[src/rtl/bicubic_result_clamp_fifo.sv]
// Round/shift/clamp stage for the bicubic DSP tap chain, feeding a small valid/ready pixel FIFO.
// Define BICUBIC_CLAMP_STATUS_EN to add saturating clip_low_cnt / clip_high_cnt status counters.
module bicubic_result_clamp_fifo #(
  parameter int DSP_LATENCY = 3,
  parameter int FRAC_BITS   = 14,
  parameter int OUT_WIDTH   = 8,
  parameter int FIFO_DEPTH  = 4
) (
  input  logic                 clk,
  input  logic                 areset,
  input  logic                 s_valid,
  output logic                 s_ready,
  input  logic signed [47:0]   dsp_result,
  output logic                 dsp_clken,
  output logic                 dsp_reset,
  output logic                 m_valid,
  input  logic                 m_ready,
  output logic [OUT_WIDTH-1:0] m_data
`ifdef BICUBIC_CLAMP_STATUS_EN
  ,
  output logic [15:0]          clip_low_cnt,
  output logic [15:0]          clip_high_cnt
`endif
);

  localparam int PTR_W = $clog2(FIFO_DEPTH);
  localparam int CNT_W = PTR_W + 1;
  localparam int RST_W = $clog2(DSP_LATENCY + 1) + 1;
  localparam logic signed [48:0] HALF = 49'sd1 <<< (FRAC_BITS - 1);

  logic [RST_W-1:0] rst_cnt_q;
  logic             dsp_reset_q;
  logic [CNT_W-1:0] count_q, count_d;

  // Hold the DSP chain in reset long enough to flush every pipeline register.
  always_ff @(posedge clk or posedge areset) begin
    if (areset) begin
      rst_cnt_q   <= '0;
      dsp_reset_q <= 1'b1;
    end else if (dsp_reset_q) begin
      if (rst_cnt_q == RST_W'(DSP_LATENCY)) begin
        dsp_reset_q <= 1'b0;
      end else begin
        rst_cnt_q <= rst_cnt_q + 1'b1;
      end
    end
  end

  assign dsp_reset = dsp_reset_q;
  assign dsp_clken = !dsp_reset_q && (count_q < CNT_W'(FIFO_DEPTH));
  assign s_ready   = dsp_clken;

  logic [DSP_LATENCY-1:0] vld_q, vld_d;
  logic                   tail_vld;

  always_comb begin
    vld_d = vld_q;
    if (dsp_clken) begin
      vld_d = (vld_q << 1) | DSP_LATENCY'(s_valid);
    end
  end

  always_ff @(posedge clk or posedge areset) begin
    if (areset) begin
      vld_q <= '0;
    end else begin
      vld_q <= vld_d;
    end
  end

  assign tail_vld = vld_q[DSP_LATENCY-1];

  logic signed [48:0]   sum_full, q_full;
  logic                 clip_lo, clip_hi;
  logic [OUT_WIDTH-1:0] pix;

  // One extra bit keeps the rounding add from overflowing at the 48-bit extremes.
  always_comb begin
    sum_full = {dsp_result[47], dsp_result} + HALF;
    q_full   = sum_full >>> FRAC_BITS;
    clip_lo  = q_full[48];
    clip_hi  = !q_full[48] && (|q_full[47:OUT_WIDTH]);
    pix      = q_full[OUT_WIDTH-1:0];
    if (clip_lo) begin
      pix = '0;
    end else if (clip_hi) begin
      pix = '1;
    end
  end

  logic                 rnd_vld_q, rnd_lo_q, rnd_hi_q;
  logic [OUT_WIDTH-1:0] rnd_data_q;

  always_ff @(posedge clk or posedge areset) begin
    if (areset) begin
      rnd_vld_q  <= 1'b0;
      rnd_lo_q   <= 1'b0;
      rnd_hi_q   <= 1'b0;
      rnd_data_q <= '0;
    end else if (dsp_clken) begin
      rnd_vld_q <= tail_vld;
      if (tail_vld) begin
        rnd_data_q <= pix;
        rnd_lo_q   <= clip_lo;
        rnd_hi_q   <= clip_hi;
      end
    end
  end

  logic                 fifo_wr, fifo_rd;
  logic [PTR_W-1:0]     wr_ptr_q, wr_ptr_d, rd_ptr_q, rd_ptr_d;
  logic [OUT_WIDTH-1:0] mem_q [FIFO_DEPTH];
  logic                 m_valid_q;
  logic [OUT_WIDTH-1:0] m_data_q;

  assign fifo_wr = rnd_vld_q && dsp_clken;
  assign fifo_rd = m_valid_q && m_ready;

  always_comb begin
    wr_ptr_d = wr_ptr_q;
    rd_ptr_d = rd_ptr_q;
    count_d  = count_q;
    if (fifo_wr) begin
      wr_ptr_d = wr_ptr_q + 1'b1;
    end
    if (fifo_rd) begin
      rd_ptr_d = rd_ptr_q + 1'b1;
    end
    if (fifo_wr && !fifo_rd) begin
      count_d = count_q + 1'b1;
    end else if (!fifo_wr && fifo_rd) begin
      count_d = count_q - 1'b1;
    end
  end

  always_ff @(posedge clk) begin
    if (fifo_wr) begin
      mem_q[wr_ptr_q] <= rnd_data_q;
    end
  end

  // Output register presents the head entry; bypass covers the entry being written this edge.
  always_ff @(posedge clk or posedge areset) begin
    if (areset) begin
      wr_ptr_q  <= '0;
      rd_ptr_q  <= '0;
      count_q   <= '0;
      m_valid_q <= 1'b0;
      m_data_q  <= '0;
    end else begin
      wr_ptr_q  <= wr_ptr_d;
      rd_ptr_q  <= rd_ptr_d;
      count_q   <= count_d;
      m_valid_q <= (count_d != '0);
      if (count_d != '0) begin
        m_data_q <= (fifo_wr && (wr_ptr_q == rd_ptr_d)) ? rnd_data_q : mem_q[rd_ptr_d];
      end
    end
  end

  assign m_valid = m_valid_q;
  assign m_data  = m_data_q;

`ifdef BICUBIC_CLAMP_STATUS_EN
  logic [15:0] clip_low_q, clip_high_q;

  always_ff @(posedge clk or posedge areset) begin
    if (areset) begin
      clip_low_q  <= '0;
      clip_high_q <= '0;
    end else if (fifo_wr) begin
      if (rnd_lo_q && (clip_low_q != 16'hFFFF)) begin
        clip_low_q <= clip_low_q + 1'b1;
      end
      if (rnd_hi_q && (clip_high_q != 16'hFFFF)) begin
        clip_high_q <= clip_high_q + 1'b1;
      end
    end
  end

  assign clip_low_cnt  = clip_low_q;
  assign clip_high_cnt = clip_high_q;
`else
  logic unused_clip_flags;
  assign unused_clip_flags = rnd_lo_q ^ rnd_hi_q;
`endif

endmodule

[config.mk]
export PLATFORM = sky130hd
export DESIGN_NAME = bicubic_result_clamp_fifo
export DESIGN_NICKNAME = d
export VERILOG_FILES = /design/src/rtl/bicubic_result_clamp_fifo.sv
export SDC_FILE = /design/constraint.sdc
export NUM_CORES = 1
export LEC_CHECK = 0
export ABC_CLOCK_PERIOD_IN_PS = 2700
export CELL_PAD_IN_SITES_DETAIL_PLACEMENT = 0
export CELL_PAD_IN_SITES_GLOBAL_PLACEMENT = 1
export CORE_MARGIN = 8
export CORE_UTILIZATION = 41
export DETAILED_ROUTE_END_ITERATION = 7
export GPL_TIMING_DRIVEN = 0
export PLACE_DENSITY = 0.85
export SYNTH_ARGS = -nofsm -noshare
export SYNTH_HDL_FRONTEND = slang
export SYNTH_SLANG_ARGS = --single-unit
[constraint.sdc]
create_clock -name clk -period 2.7 [get_ports clk]
set_input_delay 0.27 -clock clk [delete_from_list [all_inputs] [get_ports clk]]
set_output_delay 0.27 -clock clk [all_outputs]
set_load 0.02 [all_outputs]
; Word-level counts from Yosys, hierarchy flattened
; Memory sizes are Yosys's and may differ from the RTL's. A register that Yosys moved wholly into a read port is not among the register bits.
; Index checks and enable logic that the tools add are counted.
[word_totals]
ff_bits = 24
romBits = 0
mem_count = 1
mem_bits_rw = 32
latch_bits = 0
output_inout_bits = 12
[op_classes]
div_mod_pow = 0
magnitude_cmp = 1
bitwise = 2
shifts = 0
reduce_logical = 14
eq_ne = 1
mul = 0
n_mux = 9
add_sub_neg = 6
[mem_list]
columns = memory, words, word_bits, read_ports, rd_clocked_by_memory_dff, write_ports, line_no
row1 = mem_q, 4, 8, 1, 1, 1, 112  ; logic [OUT_WIDTH-1:0] mem_q [FIFO_DEPTH];
[op_table]
columns = operator, n
row1 = $add 48x15->49 const B, 1
row2 = $reduce_or 27->1, 1
row3 = $mux 8, 2
row4 = $add 3x1->3 const B, 2
row5 = $logic_and 1x1->1, 6
row6 = $mux 3, 2
row7 = $add 2x1->2 const B, 2
row8 = $logic_not 1->1, 4
row9 = $mux 1, 4
row10 = $reduce_and 2->1, 2
row11 = $eq 3x2->1 const B, 1
row12 = $lt 3x3->1 const B, 1
row13 = $or 3x1->3, 1
row14 = $reduce_bool 3->1, 1
row15 = $sub 3x1->3 const B, 1
row16 = $mux 2, 1
row17 = $not 1->1, 1

; Depth between registers and ports, before layout
[depth]
ltp_word = 8
depth_mapped = 10

; Least setup slack after synthesis
; Ideal clock, no wire load.
[synth_timing]
path_type = reg-to-reg
from = register dsp_reset_q (netlist: dsp_reset)
to = register m_data_q[7] (netlist: m_data[7]), read port of mem_q
n_path_buf = 3
path_slack_ns = 0.353
period_less_slack_ns = 2.347
stages_incl_launch_ff = 11
required_time_ns = 2.574
t_arrival_ns = 2.221
path_cell_list = dfstp_2 -> nor2_1 -> clkbuf_1 -> a21oi_1 -> a221oi_1 -> a31oi_1 -> or3_1 -> buf_2 -> buf_2 -> nor2_1 -> a21oi_1
[synth_via]
elab_chain_cells = 8
word_cells_on_any_way = 9
cone_classes = mux (2) / reduce/logical (7)
[synth_lines]
columns = element, line_no
row1 = "start, declared", 32  ; logic dsp_reset_q;
row2 = "start signal, assigned", 39  ; dsp_reset_q <= 1'b1;
row3 = "start signal, assigned", 42  ; dsp_reset_q <= 1'b0;
row4 = $logic_not 1->1 (*), 50  ; assign dsp_clken = !dsp_reset_q && (count_q < CNT_W'(FIFO_DEPTH));
row5 = $logic_and 1x1->1 (*), 50
row6 = via dsp_clken, 14  ; output logic dsp_clken,
row7 = $logic_and 1x1->1 (*), 116  ; assign fifo_wr = rnd_vld_q && dsp_clken;
row8 = $logic_not 1->1, 131  ; end else if (!fifo_wr && fifo_rd) begin
row9 = $logic_and 1x1->1, 131
row10 = $mux 3, 131
row11 = $mux 3 (*), 129  ; if (fifo_wr && !fifo_rd) begin
row12 = via count_d[2], 33  ; logic [CNT_W-1:0] count_q, count_d;
row13 = $reduce_bool 3->1 (*), 155  ; if (count_d != '0) begin
row14 = "end, declared", 114  ; logic [OUT_WIDTH-1:0] m_data_q;
; The timed path passes the listed nets; every way through them passes the cells marked *.
; A chain may end at the register's enable or synchronous reset.

; Final worst setup path
[layout_timing]
from = input port dsp_result[20]
to = register rnd_data_q[0]
[layout_via]
elab_chain_cells = 5
word_cells_on_any_way = 6
cone_classes = add/sub (1) / mux (2) / reduce/logical (3)
[layout_lines]
columns = element, line_no
row1 = "start, declared", 13  ; input logic signed [47:0] dsp_result,
row2 = $add 48x15->49 (*), 79  ; sum_full = {dsp_result[47], dsp_result} + HALF;
row3 = $reduce_or 27->1 / $logic_not 1->1 (equally long branches), 82  ; clip_hi = !q_full[48] && (|q_full[47:OUT_WIDTH]);
row4 = $logic_and 1x1->1, 82
row5 = $mux 8, 86  ; end else if (clip_hi) begin
row6 = $mux 8 (*), 84  ; if (clip_lo) begin
row7 = "end signal, assigned", 103  ; rnd_data_q <= pix;
row8 = "end, declared", 92  ; logic [OUT_WIDTH-1:0] rnd_data_q;
; Mark *: on every way between the ends. The rest lies on a longest branch, timed or not.

==> results.md <==
* Final Hold Fails at 0
* NumNets Final at 428
* Syn_area_per_cell at 11.4 sq um
* Slew margin rel. at 37.1%
* Clk pin slew, worst setup/hold paths at 0.06 ns
* Remaining DRCs at 0
* Worst EP arrival at 2.77 ns
* Synthesis-to-layout area growth at 24.4%
* Hpwl dp at 5.56 mm
* Fin crit period at 2.57 ns
* Tcrit/Tclk final at 95.1%
* Worst Setup End Kind: flip-flop
* Buffers on Ports at 50
* Gr ovfl total at 0
* Status: finished, final reports clean
* Max-slew violations at 0
* P_leak at 0.00165 uW
* Clock tree buffer depth at 2
* Die Area at 0.0116 sq mm
* H-tree depth at 3
* Crit Path Max Fanout at 8
* Vias per inst at 5.35
* Core area at 0.00818 sq mm
* Vias at 2536
* Syn Inst Count at 302
* Post-synthesis cell area at 0.00345 sq mm
* Count of cell types in the netlist at 53
* Clk sink count at 64
* IO Count at 64
* Worst setup path category: primary input to flip-flop
* Final setup fails at 0
* Max Clk Rate at 389 MHz
* Initial antenna violation count at 0
* Share of layout cells above drive strength 1 at 13.8%
* Placed Cells at 457
* Number of global-route vias before repair at 2558
* Pre-antenna DRT Iters at 4
* Worst hold path class: primary input to async pin
* Post-synth EDFFs at 32
* Top_reg_cell synth: edfxtp_1
* Max IR drop VDD at 288 uV
* Average routed wire per standard cell at 15.2 um
* Seq cells post-synth at 64
* Die height at 108 um
* Least-Margin Pin Slew at 0.940 ns
* FP Rows at 33
* Syn_nets at 363
* Die Wd at 108 um
* Total CTS buffers at 9
* CTS tree: built
* Antenna cell count at 0
* First-pass GRT wire length at 12.1 mm
* Drt total wl at 7.22 mm
* Pin count of the biggest net entering global routing at 33
* Clock root buffer: clkbuf_8
* Pwr Density at 893 mW/mm^2
* Register area share after synthesis at 51.1%
* RSZ-0062 raised after global routing: no
* Max-cap violations at 0
* Critical Path Source Type: primary input
* DP Worst Slack at -0.550 ns
* Worst setup margin at 0.132 ns
* Routability congestion estimate from global placement at 0.851
* All-layer global routing usage at 13.0%
* Final clock skew at 0.00668 ns
* CP required at 2.90 ns
* Initial core utilization at 42.2%
* Synth warn at 0
* Post-DRT Antenna Nets at 0
* Final Non-Filler Cells at 474
* Post-synth ARST share at 50.0%
* Drt initial violations at 72
* Skew-Pair Late Insertion Delay at 0.33 ns
==> stage by stage <==
| step | hold WS [ns] | area [sq um] | TNS, ns | utilization, % | power (uW) |
|---|---|---|---|---|---|
| detailed placement | 0.471 | 4080 | -4.52 | 50.0 | 3250 |
| CTS | 0.484 | 4240 | 0 | 51.9 | 3870 |
| finish | 0.336 | 4300 | 0 | 52.5 | 3830 |
| global route | 0.393 | 4300 | 0 | 52.5 | 4110 |
| floorplan | 0.385 | 3450 | 0 | - | 2720 |
| global placement | 0.463 | 4080 | -4.01 | 50.0 | 3160 |
==> sequential cells by signal, summed over array words and instances (netlist names) <==
| signal | cells |
|---|---|
| m_data | 8 |
| vld_q | 3 |
| rd_ptr_q | 2 |
| rnd_vld_q | 1 |
| dsp_reset | 1 |
| mem_q | 32 |
| rnd_data_q | 8 |
| wr_ptr_q | 2 |
| m_valid | 1 |
| count_q | 3 |
| rst_cnt_q | 3 |
==> per-layer routing <==
layer	GRT usage, %	vias up	share of wire [%]	routed length, um
met2	21.1	74	48	3440
met5	0	-	0	0
met3	3.35	6	6.1	438
met4	5.95	0	1.3	96
li1	-	1256	-	-
met1	15.9	1200	45	3250
==> worst max-delay path: stages <==
cell             delay (ns)
clkdlybuf4s50_1        0.56
nand4_4                0.17
or4_1                  0.53
buf_2                  0.19
nor4_2                 0.18
xnor2_1                0.16
nand4_1                0.19
nor4_4                 0.23
buf_4                  0.19
a31oi_2                0.09
==> layout make-up <==
class,count,area [sq um]
clock inverter,3,12.5
timing repair buffer,54,556
fill,748,3880
multi-input combinational,211,1590
clock buffer,10,128
tap,105,131
buffer,9,45.0
sequential,64,1760
inverter,18,67.6
==> cells by family (layout without fill, tap and decap cells) <==
| group | after synthesis | in the layout | synth area share [%] |
|---|---|---|---|
| buffers and inverters | 27 | 94 | 3.19 |
| muxes | 25 | 25 | 10.4 |
| xor gates and xnor gates | 20 | 20 | 5.29 |
| DFF | 64 | 64 | 51.1 |
| adders and majority gates | 9 | 9 | 3.26 |
| AOI/OAI and AO/OA | 55 | 55 | 10.4 |
| and+or+nand+nor | 102 | 102 | 16.4 |
==> report_power, final <==
part,internal [uW],switching [uW]
Clock,309,309
Combinational,786,778
Sequential,1420,230
Total,2520,1320
==> placed cells by master, fill, tap and decap left out, types with 2 or more instances in the layout <==
master           Yosys  final
and3_1               7      7
nand4_1              7      7
clkbuf_1             2      2
xnor2_1             15     15
xor2_1               4      4
mux2_2               7      7
or3_1                3      3
clkbuf_8             0      9
nor4_1               4      3
o2111ai_1            2      2
nor2_1              27     26
dlymetal6s2s_1       0      2
clkdlybuf4s50_1      0     48
dfrtp_1             31     31
buf_2                4      4
a21oi_1             13     13
o31ai_1              3      3
a211oi_1             2      2
mux2i_1             10     10
edfxtp_1            32     32
o21ai_0             13     13
clkbuf_2             0      2
o211ai_1             2      2
nand3_1             17     17
nor3_1               8      7
mux4_2               8      8
nor2b_1              2      2
or2_2                3      3
ha_1                 9      9
buf_4                1      4
clkinv_1             0      2
nor4_4               2      2
inv_1               18     18
a31oi_1             10     10
nand2_1             12     12
==> cell usage after synthesis (2+ instances only) <==
cell type	instances	area share, %
edfxtp_1	32	28
dfrtp_1	31	22
nor2_1	27	2.9
inv_1	18	2.0
nand3_1	17	2.5
xnor2_1	15	3.8
a21oi_1	13	1.9
o21ai_0	13	1.9
nand2_1	12	1.3
a31oi_1	10	1.8
mux2i_1	10	2.9
ha_1	9	3.3
mux4_2	8	5.2
nor3_1	8	1.2
and3_1	7	1.3
mux2_2	7	2.3
nand4_1	7	1.3
buf_2	4	0.58
nor4_1	4	0.72
xor2_1	4	1.0
o31ai_1	3	0.65
or2_2	3	0.54
or3_1	3	0.54
a211oi_1	2	0.43
buf_1	2	0.22
clkbuf_1	2	0.22
nor2b_1	2	0.36
nor4_4	2	1.2
o2111ai_1	2	0.51
o211ai_1	2	0.43
==> timing repair <==
item / in CTS / in global routing
resized for setup: 0 / 8
buffers inserted: 2 / 1
pin swaps: 1 / 1
hold endpoints to repair: 0 / 0
hold buffers: 0 / 0
setup endpoints to repair: 8 / 10
==> worst paths after layout <==
kind	startpoint	to	slack (ns)	cells past startpoint
min in group clk	dsp_result[19]	rnd_data_q[5]	0.41	3
hold / removal	areset	m_valid	0.34	2
hold reg to reg	rst_cnt_q[2]	rst_cnt_q[2]	0.48	2
max in group asynchronous	areset	dsp_reset	1.76	3
setup reg to reg	count_q[2]	rnd_data_q[0]	0.23	9
setup / recovery	dsp_result[20]	rnd_data_q[0]	0.13	10
No activity file was read; power rests on OpenSTA's default activity.
